**config.mk**
```make
export PLATFORM = sky130hd
export DESIGN_NAME = nanov_periph_flat
export DESIGN_NICKNAME = d
export VERILOG_FILES = /design/src/rtl/nanov_periph_if.sv /design/src/rtl/nanov_periph.sv /design/src/flat_wrapper.sv
export SDC_FILE = /design/constraint.sdc
export NUM_CORES = 1
export LEC_CHECK = 0
export CAP_MARGIN = 10
export CORE_MARGIN = 10
export CORE_UTILIZATION = 40
export CTS_CLUSTER_SIZE = 10
export DETAILED_ROUTE_END_ITERATION = 8
export PLACE_DENSITY = 0.65
export SLEW_MARGIN = 30
export SYNTH_ARGS = -nofsm -noshare
export SYNTH_HDL_FRONTEND = slang
export SYNTH_SLANG_ARGS = --single-unit
```
**constraint.sdc**
```tcl
create_clock -name clk -period 5.5 [get_ports clk]
set_input_delay 0.825 -clock clk [delete_from_list [all_inputs] [get_ports clk]]
set_output_delay 0.825 -clock clk [all_outputs]
set_load 0.02 [all_outputs]
```
**src/rtl/nanov_periph_if.sv**
```systemverilog
// nanov_periph_if: CPU <-> peripheral serial-result bus.
// Carries the address/store-data word with its two strobes, the load-consumed
// strobe and the returned load word. master = CPU side, slave = peripheral side.
interface nanov_periph_if;
    logic [31:0] data_out;        // address or bit-reversed store data from the CPU
    logic        store_addr_out;  // strobe: data_out holds a load/store address
    logic        store_data_out;  // strobe: data_out holds bit-reversed store data
    logic        data_in_read;    // strobe: CPU consumed ext_data_in
    logic [31:0] ext_data_in;     // load data returned to the CPU

    modport master (
        output data_out, store_addr_out, store_data_out, data_in_read,
        input  ext_data_in
    );

    modport slave (
        input  data_out, store_addr_out, store_data_out, data_in_read,
        output ext_data_in
    );
endinterface

```
**src/rtl/nanov_periph.sv**
```systemverilog
// nanov_periph: memory-mapped GPIO + UART at 0x1000_0000 for the serial CPU.
// Ports: clk/rstn (sync, active-low), bus (nanov_periph_if.slave), gpio_out/gpio_in,
// uart_tx/uart_rx. Load data snapshots one clock after the address strobe; no backpressure
// (a UART_DATA store while the transmitter is busy is dropped).
module nanov_periph #(
    parameter int CLK_DIV = 104
) (
    input  logic                 clk,
    input  logic                 rstn,
    nanov_periph_if.slave        bus,
    output logic [7:0]           gpio_out,
    input  logic [7:0]           gpio_in,
    output logic                 uart_tx,
    input  logic                 uart_rx
);

    localparam logic [15:0] DIV_M1  = 16'(CLK_DIV - 1);
    localparam logic [15:0] HALF_M1 = 16'(CLK_DIV / 2 - 1);

    typedef enum logic [1:0] {S_IDLE, S_START, S_DATA, S_STOP} uart_state_t;

    function automatic logic is_hit(input logic [31:2] a);
        return (a[31:24] == 8'h10) && (a[23:4] == 20'h0);
    endfunction

    // Word address only; the byte offset never affects decode.
    logic [31:2] addr_q;
    logic [31:0] ext_q;
    logic [7:0]  gpio_out_q, gpio_s1_q, gpio_s2_q;
    logic        rx_s1_q, rx_s2_q, rx_s3_q;
    logic [7:0]  rx_data_q;
    logic        rx_valid_q, rx_overrun_q;

    uart_state_t tx_state_q, tx_state_d, rx_state_q, rx_state_d;
    logic [15:0] tx_cnt_q, tx_cnt_d, rx_cnt_q, rx_cnt_d;
    logic [2:0]  tx_bit_q, tx_bit_d, rx_bit_q, rx_bit_d;
    logic [7:0]  tx_shift_q, tx_shift_d, rx_shift_q, rx_shift_d;
    logic        rx_done;

    // Store data arrives bit-reversed; only the low byte of the reversed word is used.
    logic [7:0] wdata;
    always_comb begin
        wdata = '0;
        for (int i = 0; i < 8; i++) wdata[i] = bus.data_out[31-i];
    end

    logic       tx_busy, wr_hit, tx_start, ack_hit;
    logic [1:0] wr_sel, rd_sel;
    logic [31:0] rd_dat;

    assign tx_busy  = (tx_state_q != S_IDLE);
    assign wr_sel   = addr_q[3:2];
    assign wr_hit   = bus.store_data_out && is_hit(addr_q);
    assign tx_start = wr_hit && (wr_sel == 2'd2) && !tx_busy;
    assign ack_hit  = bus.data_in_read && is_hit(addr_q);

    // Load snapshot decodes the address being strobed in, not the old latched one.
    assign rd_sel = bus.data_out[3:2];
    always_comb begin
        rd_dat = '0;
        if (is_hit(bus.data_out[31:2])) begin
            case (rd_sel)
                2'd0: rd_dat = {24'h0, gpio_out_q};
                2'd1: rd_dat = {24'h0, gpio_s2_q};
                2'd2: rd_dat = {24'h0, rx_data_q};
                2'd3: rd_dat = {29'h0, rx_overrun_q, rx_valid_q, tx_busy};
            endcase
        end
    end

    // UART transmitter next state / line output.
    always_comb begin
        tx_state_d = tx_state_q;
        tx_cnt_d   = tx_cnt_q;
        tx_bit_d   = tx_bit_q;
        tx_shift_d = tx_shift_q;
        uart_tx    = 1'b1;
        case (tx_state_q)
            S_IDLE: begin
                if (tx_start) begin
                    tx_state_d = S_START;
                    tx_cnt_d   = '0;
                    tx_shift_d = wdata;
                end
            end
            S_START: begin
                uart_tx = 1'b0;
                if (tx_cnt_q == DIV_M1) begin
                    tx_cnt_d   = '0;
                    tx_bit_d   = '0;
                    tx_state_d = S_DATA;
                end else tx_cnt_d = tx_cnt_q + 16'd1;
            end
            S_DATA: begin
                uart_tx = tx_shift_q[0];
                if (tx_cnt_q == DIV_M1) begin
                    tx_cnt_d   = '0;
                    tx_shift_d = {1'b0, tx_shift_q[7:1]};
                    if (tx_bit_q == 3'd7) tx_state_d = S_STOP;
                    else                  tx_bit_d   = tx_bit_q + 3'd1;
                end else tx_cnt_d = tx_cnt_q + 16'd1;
            end
            S_STOP: begin
                if (tx_cnt_q == DIV_M1) begin
                    tx_cnt_d   = '0;
                    tx_state_d = S_IDLE;
                end else tx_cnt_d = tx_cnt_q + 16'd1;
            end
            default: tx_state_d = S_IDLE;
        endcase
    end

    // UART receiver: rx_s2_q is the synchronized line, rx_s3_q its previous value.
    always_comb begin
        rx_state_d = rx_state_q;
        rx_cnt_d   = rx_cnt_q;
        rx_bit_d   = rx_bit_q;
        rx_shift_d = rx_shift_q;
        rx_done    = 1'b0;
        case (rx_state_q)
            S_IDLE: begin
                if (rx_s3_q && !rx_s2_q) begin
                    rx_state_d = S_START;
                    rx_cnt_d   = '0;
                end
            end
            S_START: begin
                // Mid-start re-check; a high line means the edge was a glitch.
                if (rx_cnt_q == HALF_M1) begin
                    rx_cnt_d   = '0;
                    rx_bit_d   = '0;
                    rx_state_d = rx_s2_q ? S_IDLE : S_DATA;
                end else rx_cnt_d = rx_cnt_q + 16'd1;
            end
            S_DATA: begin
                if (rx_cnt_q == DIV_M1) begin
                    rx_cnt_d   = '0;
                    rx_shift_d = {rx_s2_q, rx_shift_q[7:1]};
                    if (rx_bit_q == 3'd7) rx_state_d = S_STOP;
                    else                  rx_bit_d   = rx_bit_q + 3'd1;
                end else rx_cnt_d = rx_cnt_q + 16'd1;
            end
            S_STOP: begin
                if (rx_cnt_q == DIV_M1) begin
                    rx_cnt_d   = '0;
                    rx_state_d = S_IDLE;
                    rx_done    = rx_s2_q;   // framing error drops the byte silently
                end else rx_cnt_d = rx_cnt_q + 16'd1;
            end
            default: rx_state_d = S_IDLE;
        endcase
    end

    always_ff @(posedge clk) begin
        if (!rstn) begin
            addr_q       <= '0;
            ext_q        <= '0;
            gpio_out_q   <= '0;
            gpio_s1_q    <= '0;
            gpio_s2_q    <= '0;
            rx_s1_q      <= 1'b1;
            rx_s2_q      <= 1'b1;
            rx_s3_q      <= 1'b1;
            rx_data_q    <= '0;
            rx_valid_q   <= 1'b0;
            rx_overrun_q <= 1'b0;
            tx_state_q   <= S_IDLE;
            tx_cnt_q     <= '0;
            tx_bit_q     <= '0;
            tx_shift_q   <= '0;
            rx_state_q   <= S_IDLE;
            rx_cnt_q     <= '0;
            rx_bit_q     <= '0;
            rx_shift_q   <= '0;
        end else begin
            gpio_s1_q  <= gpio_in;
            gpio_s2_q  <= gpio_s1_q;
            rx_s1_q    <= uart_rx;
            rx_s2_q    <= rx_s1_q;
            rx_s3_q    <= rx_s2_q;
            tx_state_q <= tx_state_d;
            tx_cnt_q   <= tx_cnt_d;
            tx_bit_q   <= tx_bit_d;
            tx_shift_q <= tx_shift_d;
            rx_state_q <= rx_state_d;
            rx_cnt_q   <= rx_cnt_d;
            rx_bit_q   <= rx_bit_d;
            rx_shift_q <= rx_shift_d;

            if (bus.store_addr_out) begin
                addr_q <= bus.data_out[31:2];
                ext_q  <= rd_dat;
            end
            if (wr_hit && (wr_sel == 2'd0)) gpio_out_q <= wdata;

            // A completing byte beats a same-cycle consume of rx_valid.
            if (rx_done) begin
                rx_data_q  <= rx_shift_q;
                rx_valid_q <= 1'b1;
                if (rx_valid_q) rx_overrun_q <= 1'b1;
            end else if (ack_hit && (wr_sel == 2'd2)) begin
                rx_valid_q <= 1'b0;
            end
            if (ack_hit && (wr_sel == 2'd3) && !(rx_done && rx_valid_q)) rx_overrun_q <= 1'b0;
        end
    end

    assign gpio_out        = gpio_out_q;
    assign bus.ext_data_in = ext_q;

endmodule
```
**src/flat_wrapper.sv**
```systemverilog
// flat-port wrapper written by rule: the top's interface ports become plain ports
module nanov_periph_flat 
#(
    parameter int CLK_DIV = 104
)
  (clk, rstn, gpio_out, gpio_in, uart_tx, uart_rx, bus_data_out, bus_store_addr_out, bus_store_data_out, bus_data_in_read, bus_ext_data_in);
  nanov_periph_if bus_i ();
  input  logic clk;
  input  logic rstn;
  output logic [7:0] gpio_out;
  input  logic [7:0] gpio_in;
  output logic uart_tx;
  input  logic uart_rx;
  input wire logic [$bits(bus_i.data_out)-1:0] bus_data_out;
  input wire logic [$bits(bus_i.store_addr_out)-1:0] bus_store_addr_out;
  input wire logic [$bits(bus_i.store_data_out)-1:0] bus_store_data_out;
  input wire logic [$bits(bus_i.data_in_read)-1:0] bus_data_in_read;
  output wire logic [$bits(bus_i.ext_data_in)-1:0] bus_ext_data_in;
  assign bus_i.data_out = bus_data_out;
  assign bus_i.store_addr_out = bus_store_addr_out;
  assign bus_i.store_data_out = bus_store_data_out;
  assign bus_i.data_in_read = bus_data_in_read;
  assign bus_ext_data_in = bus_i.ext_data_in;
  nanov_periph #(.CLK_DIV(CLK_DIV)) u_core (.clk(clk), .rstn(rstn), .bus(bus_i), .gpio_out(gpio_out), .gpio_in(gpio_in), .uart_tx(uart_tx), .uart_rx(uart_rx));
endmodule
```
==> run metrics <==
Yosys reg bits 133; DRC violation total after the first TritonRoute iteration 339; initial antenna violation count 0; routed via count 4691; Pre-Repair DR Iteration Count 4; DP HPWL 10.0 mm; top cells by area, synth dfxtp_1, mux2i_1, nor2_1; Gate Count Post-Synth 641; sequential power share 43.2%; Crit Path Max Fanout 24; final slew viol count 0; CTS buffer count 17; CTS tree yes; Syn Area/Cell 9.32 um^2; worst-skew pair later-pin latency 0.42 ns; startpoint types flip-flop; cts repair resizes 0; Post-Synthesis Cell Area 5980 um^2; vias in the first global route 4677; final count of negative-setup-slack endpoints 0; Hold-fix buffers, CTS 0; PwrDens 319 nW/um^2; Yosys top cell area share 44.5%; Worst Clk Skew 0.00563 ns; Final Hold Viols 0; Worst R2R Path Depth 5; Initial Util 41.0%; core area 14600 um^2; crit path DAT 2.62 ns; Logic pwr share 5.8%; overall power 0.00230 W; total global-route track usage 14.2%; Hold Path Depth 1; switching power 0.000491 W; DRT Wirelength 14.1 mm; NumNets Final 748; pin count of the biggest net entering global routing 72; outcome completed; internal power 0.00181 W; Setup Total Neg Slack 0 ns; post-synth top area cell dfxtp_1; DRC 0; CTS max path bufs 2; fraction of registers with async set/reset 0%; grt total ovfl 0; power share of the clock group 50.9%; Core Util, Final 49.5%; RSZ-0062 raised after global routing false; sequential area share after synthesis 44.5%; post-synth cell types 62; worst setup path class flip-flop to output pin; switching part of the total 21.3%; antenna-violating nets left 0; Avg Vias per Cell 5.28; Clk pin slew, worst setup/hold paths 0.05 ns; count leader, synth dfxtp_1; Cell Rows 44; setup repair bufs after CTS 0; share of cells above drive strength 1 7.53%; Port Buffers 60; Post-synth EDFFs 0; antenna fix cells 0; DIE AREA 20200 um^2; Die Ht 142 um; Achievable Freq 291 MHz; Avg WL per Cell 15.8 um; worst min-delay path class flip-flop to flip-flop; type of destination of the critical path output pin; Crit path required time 4.68 ns; Relative slew margins 38.1%; # H-tree levels 4; Post-synth top cells dfxtp_1, nor2_1, mux2i_1; Slew @ Worst Pin 0.921 ns; global-route wire length before repair 23.4 mm; filler cell count 1333; Sink Count 133; global placement routability congestion 0.810; Die Wd 142 um; Yosys warnings 0; leakage 2.70 nW; Main synth FF type dfxtp_1; Final Cycle Share 62.6%; max-cap viol count 0; Area Overhead vs Synth 20.9%; Ports 87; crit path time final 3.44 ns; worst vdd ir 0.231 mV; clock root buffer master clkbuf_16
==> per-stage QoR <==
step,area (um^2),cells,setup slack [ns],hold slack (ns)
after detailed placement,6600,857,2.44,0.419
final,7230,888,2.06,0.431
after CTS,7220,888,2.02,0.432
after global routing,7230,888,1.90,0.449
after floorplan,6060,664,3.25,0.386
after global placement,6600,857,2.50,0.414
==> path summary, 6_finish.rpt <==
kind         slack, ns                   end            startpoint
max reg2reg       2.82  u_core.tx_shift_q[2]      u_core.addr_q[4]
min reg2reg       0.43   u_core.gpio_s2_q[1]   u_core.gpio_s1_q[1]
min               0.43   u_core.gpio_s2_q[1]   u_core.gpio_s1_q[1]
max               2.06               uart_tx  u_core.tx_state_q[0]
==> per-layer routing <==
| layer | vias up | global-route usage [%] | routed length [um] | share of wire [%] |
|---|---|---|---|---|
| met5 | - | 0 | 0 | 0 |
| met4 | 0 | 4.95 | 193 | 1.4 |
| met3 | 13 | 4.71 | 993 | 7.1 |
| met2 | 110 | 22.5 | 6740 | 48 |
| met1 | 2236 | 17.6 | 6150 | 44 |
| li1 | 2332 | - | - | - |
==> power by group through the flow <==
stage                     sequential (W)  clock [W]  combinational (W)
after floorplan                  0.00101          0          0.0000946
after global placement           0.00102          0           0.000132
after detailed placement         0.00102          0           0.000135
after CTS                       0.000996    0.00120           0.000135
after global routing            0.000998    0.00124           0.000148
final                           0.000996    0.00117           0.000135
==> registers in the layout, indices dropped and copies added (netlist names), named ones only <==
name and flops:
u_core.addr_q 30, u_core.rx_s1_q 1, u_core.gpio_s2_q 8, u_core.rx_shift_q 8, u_core.gpio_out 8, u_core.rx_state_q 1, u_core.rx_valid_q 1, u_core.rx_cnt_q 16
u_core.gpio_s1_q 8, u_core.tx_bit_q 3, u_core.rx_s3_q 1, u_core.rx_bit_q 3, u_core.bus.ext_data_in 8, u_core.tx_cnt_q 16, u_core.rx_s2_q 1, u_core.rx_data_q 8
u_core.tx_shift_q 8, u_core.rx_overrun_q 1, u_core.tx_state_q 2
==> logic make-up after synthesis <==
| family | Yosys count | share of synthesized area [%] |
|---|---|---|
| compound gates | 88 | 10.2 |
| fa+ha+maj | 10 | 2.09 |
| buf+inv | 69 | 6.18 |
| mux | 69 | 12.3 |
| xor+xnor | 13 | 1.90 |
| other cells | 1 | 0.0627 |
| flops | 133 | 44.5 |
| simple gates | 258 | 22.8 |
==> worst max-delay path, cell delays in order, from the launching register on <==
cell and delay [ns]:
dfxtp_1 0.34, inv_1 0.09, ha_1 0.72, mux2i_1 0.38, clkdlybuf4s50_1 0.67
==> layout by cell type (no fill, tap or decap), types with 3 or more instances in the layout <==
| cell type | instances |
|---|---|
| a2111oi_0 | 6 |
| nand2b_1 | 10 |
| conb_1 | 24 |
| a21oi_1 | 25 |
| clkbuf_8 | 5 |
| nand3_1 | 15 |
| nor2b_1 | 16 |
| mux2i_1 | 64 |
| mux4_2 | 3 |
| buf_4 | 4 |
| xnor2_1 | 6 |
| nor4_1 | 15 |
| and3_1 | 6 |
| xor2_1 | 7 |
| nand3b_1 | 4 |
| ha_1 | 10 |
| a31oi_1 | 5 |
| or3_1 | 7 |
| nor3_1 | 7 |
| dfxtp_1 | 133 |
| and2_1 | 19 |
| nor2_1 | 96 |
| clkdlybuf4s50_1 | 59 |
| clkbuf_16 | 17 |
| bufinv_16 | 3 |
| inv_1 | 14 |
| o21ai_0 | 20 |
| nand4_1 | 15 |
| nand2_1 | 30 |
| a211oi_1 | 11 |
==> final cells by class <==
cell class              instances  area (um^2)  area share [%]
clock inverters                 7          119            1.64
repair buffers                 63          621            8.59
clock buffers                  24          502            6.94
flip-flops and latches        133         2660            36.8
multi-input cells             462         3040            42.0
well taps                     184          230            3.19
inverters                      15         56.3           0.779
Note: power is estimated with default switching activity, not from simulation.
